[src/rtl/of_stream_pkg.sv]
// of_stream_pkg: shared types and constants for the frame stream source.
package of_stream_pkg;
  typedef enum logic [1:0] {IDLE, READ, BLANK, DRAIN} state_t;
  localparam int RD_LATENCY = 1;
  localparam int PIPE_DEPTH = 2;
  function automatic int clog2_1(input int n);
    return n > 1 ? $clog2(n) : 1;
  endfunction
endpackage

[src/rtl/sideband_delay.sv]
// sideband_delay: fixed-depth register pipe that keeps per-pixel tags aligned with frame-store read data.
module sideband_delay #(
  parameter int W = 1,
  parameter int DEPTH = 2
) (
  input  logic         clk,
  input  logic         rst_n,
  input  logic [W-1:0] d,
  output logic [W-1:0] q
);
  logic [W-1:0] pipe [DEPTH];
  always_ff @(posedge clk or negedge rst_n)
    if (!rst_n) begin
      for (int i = 0; i < DEPTH; i++) pipe[i] <= '0;
    end else begin
      pipe[0] <= d;
      for (int i = 1; i < DEPTH; i++) pipe[i] <= pipe[i-1];
    end
  assign q = pipe[DEPTH-1];
endmodule

[src/rtl/frame_stream_source.sv]
// frame_stream_source: raster-order pixel source reading one frame from a synchronous frame store per start.
module frame_stream_source
  import of_stream_pkg::*;
#(
  parameter int WIDTH = 320,
  parameter int HEIGHT = 240,
  parameter int DATA_WIDTH = 12,
  parameter int H_BLANK = 0,
  localparam int AW = clog2_1(WIDTH * HEIGHT),
  localparam int XW = clog2_1(WIDTH),
  localparam int YW = clog2_1(HEIGHT)
) (
  input  logic                         clk,
  input  logic                         rst_n,
  input  logic                         start,
  input  logic                         pause,
  output logic                         busy,
  output logic                         done,
  output logic [15:0]                  frame_count,
  output logic                         mem_rd_en,
  output logic [AW-1:0]                mem_rd_addr,
  input  logic signed [DATA_WIDTH-1:0] mem_rd_data,
  output logic signed [DATA_WIDTH-1:0] data_out,
  output logic                         data_valid,
  output logic [XW-1:0]                out_x,
  output logic [YW-1:0]                out_y,
  output logic                         sof,
  output logic                         eol
);
  localparam int BW = clog2_1(H_BLANK + 1);
  localparam int SBW = XW + YW + 3;
  state_t state;
  logic [XW-1:0] x;
  logic [YW-1:0] y;
  logic [BW-1:0] bcnt;
  logic x_end, y_end, rd_q, last_q;
  logic [SBW-1:0] sb_q;
  assign x_end = x == XW'(WIDTH - 1);
  assign y_end = y == YW'(HEIGHT - 1);
  assign mem_rd_en = state == READ && !pause;
  always_ff @(posedge clk or negedge rst_n)
    if (!rst_n) begin
      state <= IDLE;
      busy <= 1'b0;
      x <= '0;
      y <= '0;
      mem_rd_addr <= '0;
      bcnt <= '0;
    end else begin
      case (state)
        IDLE: if (start) begin
          state <= READ;
          busy <= 1'b1;
          x <= '0;
          y <= '0;
          mem_rd_addr <= '0;
        end
        READ: if (!pause) begin
          mem_rd_addr <= mem_rd_addr + 1'b1;
          x <= x_end ? '0 : x + 1'b1;
          if (x_end) begin
            y <= y_end ? '0 : y + 1'b1;
            state <= y_end ? DRAIN : (H_BLANK > 0 ? BLANK : READ);
            bcnt <= '0;
          end
        end
        BLANK: if (!pause) begin
          bcnt <= bcnt + 1'b1;
          if (32'(bcnt) == H_BLANK - 1) state <= READ;
        end
        DRAIN: if (done) begin
          state <= IDLE;
          busy <= 1'b0;
        end
        default: state <= IDLE;
      endcase
    end
  // done and frame_count are timed off the final read so they land with the last pixel
  always_ff @(posedge clk or negedge rst_n)
    if (!rst_n) begin
      rd_q <= 1'b0;
      last_q <= 1'b0;
      done <= 1'b0;
      frame_count <= '0;
      data_out <= '0;
    end else begin
      rd_q <= mem_rd_en;
      last_q <= mem_rd_en && x_end && y_end;
      done <= last_q;
      frame_count <= frame_count + 16'(last_q);
      if (rd_q) data_out <= mem_rd_data;
    end
  sideband_delay #(.W(SBW), .DEPTH(PIPE_DEPTH)) u_sideband (
    .clk(clk),
    .rst_n(rst_n),
    .d({mem_rd_en, x, y, mem_rd_en && x == '0 && y == '0, mem_rd_en && x_end}),
    .q(sb_q)
  );
  assign {data_valid, out_x, out_y, sof, eol} = sb_q;
endmodule

[config.mk]
export PLATFORM = sky130hd
export DESIGN_NAME = frame_stream_source
export DESIGN_NICKNAME = d
export VERILOG_FILES = /design/src/rtl/of_stream_pkg.sv /design/src/rtl/sideband_delay.sv /design/src/rtl/frame_stream_source.sv
export SDC_FILE = /design/constraint.sdc
export NUM_CORES = 1
export LEC_CHECK = 0
export BUFFER_PORTS_ARGS = -buffer_cell sky130_fd_sc_hd__buf_2
export CORE_MARGIN = 3
export CORE_UTILIZATION = 55
export CTS_BUF_LIST = sky130_fd_sc_hd__clkbuf_2 sky130_fd_sc_hd__clkbuf_4 sky130_fd_sc_hd__clkbuf_8
export DETAILED_ROUTE_END_ITERATION = 6
export PLACE_DENSITY = 0.79
export SLEW_MARGIN = 25
export SYNTH_ARGS = -nofsm -noshare
export SYNTH_HDL_FRONTEND = slang
export SYNTH_SLANG_ARGS = --single-unit
[constraint.sdc]
create_clock -name clk -period 2.1 [get_ports clk]
set_input_delay 0.315 -clock clk [delete_from_list [all_inputs] [get_ports clk]]
set_output_delay 0.315 -clock clk [all_outputs]
set_load 0.03 [all_outputs]
==> flow_summary.ini, run 1 <==
[clock_network]
cts_buffers = 9
clk_latency_ns = 0.35
clk_transition_reported_paths_ns = 0.10
hold_buffers = 1
root_buffer = clkbuf_8
post-cts-setup-buffers = 0
clock_sinks = 107
tritoncts = done
postCtsResizedCells = 0
htree_levels = 3
clk_path_buf_depth = 2

[synth]
syn_area_um2 = 4440
synth_ff_type = dfrtp_1
synth-seq-cells = 107
synthArstFlopShare = 1.00
synth_cells = 376
synth-seq-area-share = 0.603
synth_cell_types = 48
avgSynthCellArea_um2 = 11.8
synth_fp_nets = 399
yosys_warnings = 0
synth_edf_count = 0

[setup_path]
worstPathCellList = buf_4, nor3b_2, buf_2
crit_path_start_kind = flop
worstPathMaxFanout = 7
crit_type = flop to output port
cp_num_buf_inv = 2
slowest_delay_ns = 0.46
cp_slowest_cell = dfrtp_1
cpLargestDelayFamily = flip-flops
critical_path_arrival_ns = 1.62
required_ns = 1.78
r2r_slack_ns = 0.18
crit_path_end_kind = output port

[power]
p_per_area_nw_per_um2 = 902
peakVddDrop_v = 0.000691
fin_total_pwr_mw = 4.60
power_leakage_nw = 2.49

[timing]
finalHoldViolations = 0
fin_crit_sh = 0.922
setup_slack_ns = 0.163
timing.slew.headroom = 0.598
worst_pin_slew_ns = 0.597
finalSetupViolations = 0
rsz0062_at_grt = no
clock_skew_ns = 0.00819
max_clock_freq_mhz = 516
fin_setup_tns_ns = 0
fin_crit_ns = 1.94
slew_violations = 0
hold_ws_ns = 0.183

[finish]
antenna_cells = 0
fin_nets = 479
synthToLayoutAreaGrowth_pct = 14.9
final_layout_size_suffix_gt1_frac = 0.289

[detailed_routing]
ant_nets = 0
drt_iter0_drc = 195
dr.pass1.iters = 5
vias_per_cell = 5.46
vias = 3072
wl_mm = 8.27
detail_route.wl_per_cell_um = 14.7
post-route-drc-count = 0

[placed_design]
post-place-ws_ns = 0.215
globalplace.congestion = 0.868
hpwlAfterDp_mm = 6.01
portBuffers = 83

[floorplan]
dieArea_um2 = 9180
core-area_um2 = 7770
start_util = 0.571
die_w_um = 95.8
std_cell_rows = 32
fp.dieH_um = 95.8
ioPinCount = 84

[global_routing]
grt_pass1_vias = 2902
grt_pass1_wl_mm = 13.7
antenna_found_initial = 0
grt.total_usage = 0.192
grt-ovfl-total = 0
grt_max_degree = 46

[hold_path]
min_path_type = input port to flop

[status]
status = completed

[run]
maxCapViolations = 0
[cell usage in the layout (no fill, tap or decap), drive strengths merged, types with 6 or more instances in the layout]
cell and count:
clkbuf 11, or4 7, o21ai 11, ha 7, buf 95, mux2 13
o31ai 6, xnor2 13, nor2 21, nor4 10, xor2 8, nand2b 6
nand4 6, a21oi 12, nand3 20, inv 12, nand2 32, dfrtp 107
[path summary, 6_finish.rpt]
kind                                                from                        end  cells after the start
setup / recovery                    state[1]$_DFFE_PN0P_                  mem_rd_en                      3
hold / removal                           mem_rd_data[10]   data_out[10]$_DFFE_PN0P_                      2
setup reg to reg                        x[0]$_DFFE_PN0P_           y[7]$_DFFE_PN0P_                      5
hold reg to reg            u_sideband.pipe[29]$_DFF_PN0_  u_sideband.q[9]$_DFF_PN0_                      0
max in group asynchronous                          rst_n  frame_count[15]$_DFF_PN0_                      3
min in group asynchronous                          rst_n   frame_count[2]$_DFF_PN0_                      2
[flip-flops by register name, indices dropped and copies added, names as in the netlist]
register and count:
u_sideband.pipe 19, y 8, busy 1, rd_q 1, frame_count 16, x 9
mem_rd_addr 17, last_q 1, done 1, data_out 12, u_sideband.q 20, state 2
[through the flow]
step	util	area, µm²	std cells
finish	0.656	5100	563
detailed placement	0.630	4900	546
global route	0.656	5100	563
floorplan	-	4440	376
global placement	0.630	4900	546
CTS	0.656	5100	563
[Yosys cell counts (3+ instances only)]
cell type  number  area share
nor4_1         10       0.014
ha_1            7       0.020
nand3_1        20       0.023
a21oi_1        12       0.014
dfrtp_1       107        0.60
a22o_1          5      0.0099
nand2_1        32       0.027
nand2b_1        6      0.0085
nor2_1         21       0.018
and3_1          5      0.0071
nand4_1         6      0.0085
o31ai_1         6       0.010
nor2b_1         5      0.0071
a221o_1         4      0.0090
xnor2_1        13       0.026
and4_1          3      0.0059
a21o_1          3      0.0051
buf_6           3      0.0076
o21ai_0        10       0.011
inv_1          10      0.0085
mux2_2         13       0.033
clkbuf_1        6      0.0051
nor3_1          4      0.0045
buf_4          17       0.029
nor3b_1         4      0.0068
xor2_1          8       0.016
or2_2           4      0.0056
or4_1           7       0.012
[cell families after synthesis]
logic type / count (synthesis) / synth area share
buffers and inverters: 37 / 0.0508
AOI/OAI and AO/OA: 51 / 0.0795
adders and majority gates: 7 / 0.0197
and+or+nand+nor: 140 / 0.172
xor gates and xnor gates: 21 / 0.0415
muxes: 13 / 0.0330
DFF: 107 / 0.603
[layout make-up]
cell class              count  area [µm²]
flip-flops and latches    107        2680
fillers                   580        2670
multi-input cells         232        1530
repair buffers             96         531
clock buffers              11         145
well taps                 102         128
clock inverters             5        46.3
inverters                  10        37.5
[per-layer routing]
metal,vias to the layer above,GRT usage,part of all wire
met5,-,0,0
met4,0,0.0616,0.010
met3,9,0.0430,0.066
met2,108,0.291,0.46
met1,1479,0.276,0.46
li1,1476,-,-
[power by group]
group / leakage (nW) / internal, mW / switching [mW] / total, mW
logic: 1.04 / 0.305 / 0.552 / 0.858
registers: 1.35 / 2.31 / 0.242 / 2.56
clock network: 0.0930 / 0.496 / 0.689 / 1.18
total: 2.49 / 3.12 / 1.48 / 4.60
Power figures use the tool's default switching activity.
==> run 2: changes to the inputs <==
CORE_UTILIZATION = 33   (was 55)
PLACE_DENSITY = not set   (was 0.79)
==> run 2 against run 1 <==
  * Register-to-register slack hardly changed
  * Maximum frequency fell by 0.32%
  * Sequential power barely moved
  * Global-route usage shrank 6.4 points
  * Setup slack got worse by 0.0063 ns
  * Combinational power increased by 2%
  * Power down 0.84%
  * Non-clock buffer count is 1 lower
  * First-iteration DRC count is 11% lower
  * Count of clock-buffer cells in the layout unchanged
  * Final cell count increased by 12%
  * Clock power shrank 5%
  * Largest power group unchanged
==> flow_summary.ini, run 2 (synthesis results as in run 1) <==
[clock_network]
root_buffer = clkbuf_8
clk_latency_ns = 0.37
clk_path_buf_depth = 2
clock_sinks = 107
clk_transition_reported_paths_ns = 0.09
htree_levels = 3
tritoncts = done
cts_buffers = 9

[finish]
num-fill-cells = 1284
multi_input_area_um2 = 1540
final_layout_size_suffix_gt1_frac = 0.285
largest_reg_flops = 20
layoutNonFillerInstCount = 631
antenna_cells = 0
stdcell_area_um2 = 5170
synthToLayoutAreaGrowth_pct = 16.4
fin_nets = 478
regArea_um2 = 2680
final_common_cell = dfrtp_1
most-common-layout-cells = dfrtp_1 (107), buf_2 (82), nand2_1 (32)

[floorplan]
fp.dieH_um = 122
std_cell_rows = 41
dieArea_um2 = 14900
ioPinCount = 84
core-area_um2 = 12900
start_util = 0.345
die_w_um = 122

[power]
peakVddDrop_v = 0.000512
p_per_area_nw_per_um2 = 883
power_leakage_nw = 2.48

[placed_design]
globalplace.congestion = 0.824
dpl-instance-area_um2 = 4980
placedCellCount = 615
portBuffers = 83
hpwlAfterDp_mm = 6.65

[detailed_routing]
wl_mm = 9.13
drt_iter0_drc = 173
post-route-drc-count = 0
dr.pass1.iters = 4
vias = 3056
ant_nets = 0
vias_per_cell = 4.84
detail_route.wl_per_cell_um = 14.5

[timing]
rsz0062_at_grt = no
fin_crit_sh = 0.925
fin_crit_ns = 1.94
timing.slew.headroom = 0.618
max_clock_freq_mhz = 515
slew_violations = 0
finalSetupViolations = 0
hold_ws_ns = 0.175
clock_skew_ns = 0.00778
fin_setup_tns_ns = 0
finalHoldViolations = 0
worst_pin_slew_ns = 0.568

[global_routing]
antenna_found_initial = 0
grt.total_usage = 0.128
grt_pass1_vias = 3038
grt-ovfl-total = 0
grt_pass1_wl_mm = 14.7
grt_max_degree = 51

[setup_path]
required_ns = 1.78
critical_path_arrival_ns = 1.63
crit_path_start_kind = flop
worstPathMaxFanout = 8
crit_type = flop to output port
crit_path_end_kind = output port

[status]
status = completed

[run]
maxCapViolations = 0

[hold_path]
min_path_type = input port to flop
## run 2: routing by layer
layer  track usage  wire length, µm
met1         0.169             4160
met2         0.195             4260
met3        0.0330              530
met4        0.0637              184
met5             0                0
## run 2: area by class of cell
cell class / instances / area share
sequential: 107 / 0.518
clock inverter: 4 / 0.00533
inverter: 10 / 0.00727
multi-input combinational: 232 / 0.298
tap: 172 / 0.0417
timing repair buffer: 95 / 0.101
clock buffer: 11 / 0.0281
## run 2: through the flow
| step | total power, mW | utilization | worst slack [ns] |
|---|---|---|---|
| 2_1_floorplan | 3.21 | - | 0.250 |
| 3_3_place_gp | 3.46 | 0.387 | 0.272 |
| 6_report | 4.56 | 0.401 | 0.157 |
| 3_5_place_dp | 3.49 | 0.387 | 0.199 |
| 5_1_grt | 4.84 | 0.401 | 0.0574 |
| 4_1_cts | 4.65 | 0.401 | 0.0622 |
## run 2: path summary, 6_finish.rpt
| check | startpoint | slack, ns | to | cells after the start |
|---|---|---|---|---|
| min in group asynchronous | rst_n | 0.43 | u_sideband.q[18]$_DFF_PN0_ | 2 |
| worst min-delay path | mem_rd_data[10] | 0.17 | data_out[10]$_DFFE_PN0P_ | 2 |
| worst max-delay path | state[1]$_DFFE_PN0P_ | 0.16 | mem_rd_en | 4 |
| max in group asynchronous | rst_n | 1.01 | frame_count[15]$_DFF_PN0_ | 3 |
| worst min register to register | u_sideband.pipe[21]$_DFF_PN0_ | 0.35 | u_sideband.q[1]$_DFF_PN0_ | 0 |
| worst max register to register | x[0]$_DFFE_PN0P_ | 0.18 | y[6]$_DFFE_PN0P_ | 5 |
## run 2: report_power, final
part           switching [mW]  internal [mW]  total [mW]
Sequential              0.252           2.31        2.57
Clock                   0.652          0.471        1.12
Combinational           0.564          0.307       0.871
Total                    1.47           3.09        4.56
## run 2: repair_timing
item,in CTS,in global routing
gates resized for setup,0,1
buffers inserted,0,0
hold buffers,1,0
endpoints found under the setup margin,0,1
hold endpoints to repair,32,0
## run 2: worst max-delay path, stage by stage, from the launching register on
cell	delay, ns
dfrtp_1	0.45
buf_4	0.20
nor3b_4	0.25
buf_4	0.17
buf_2	0.19
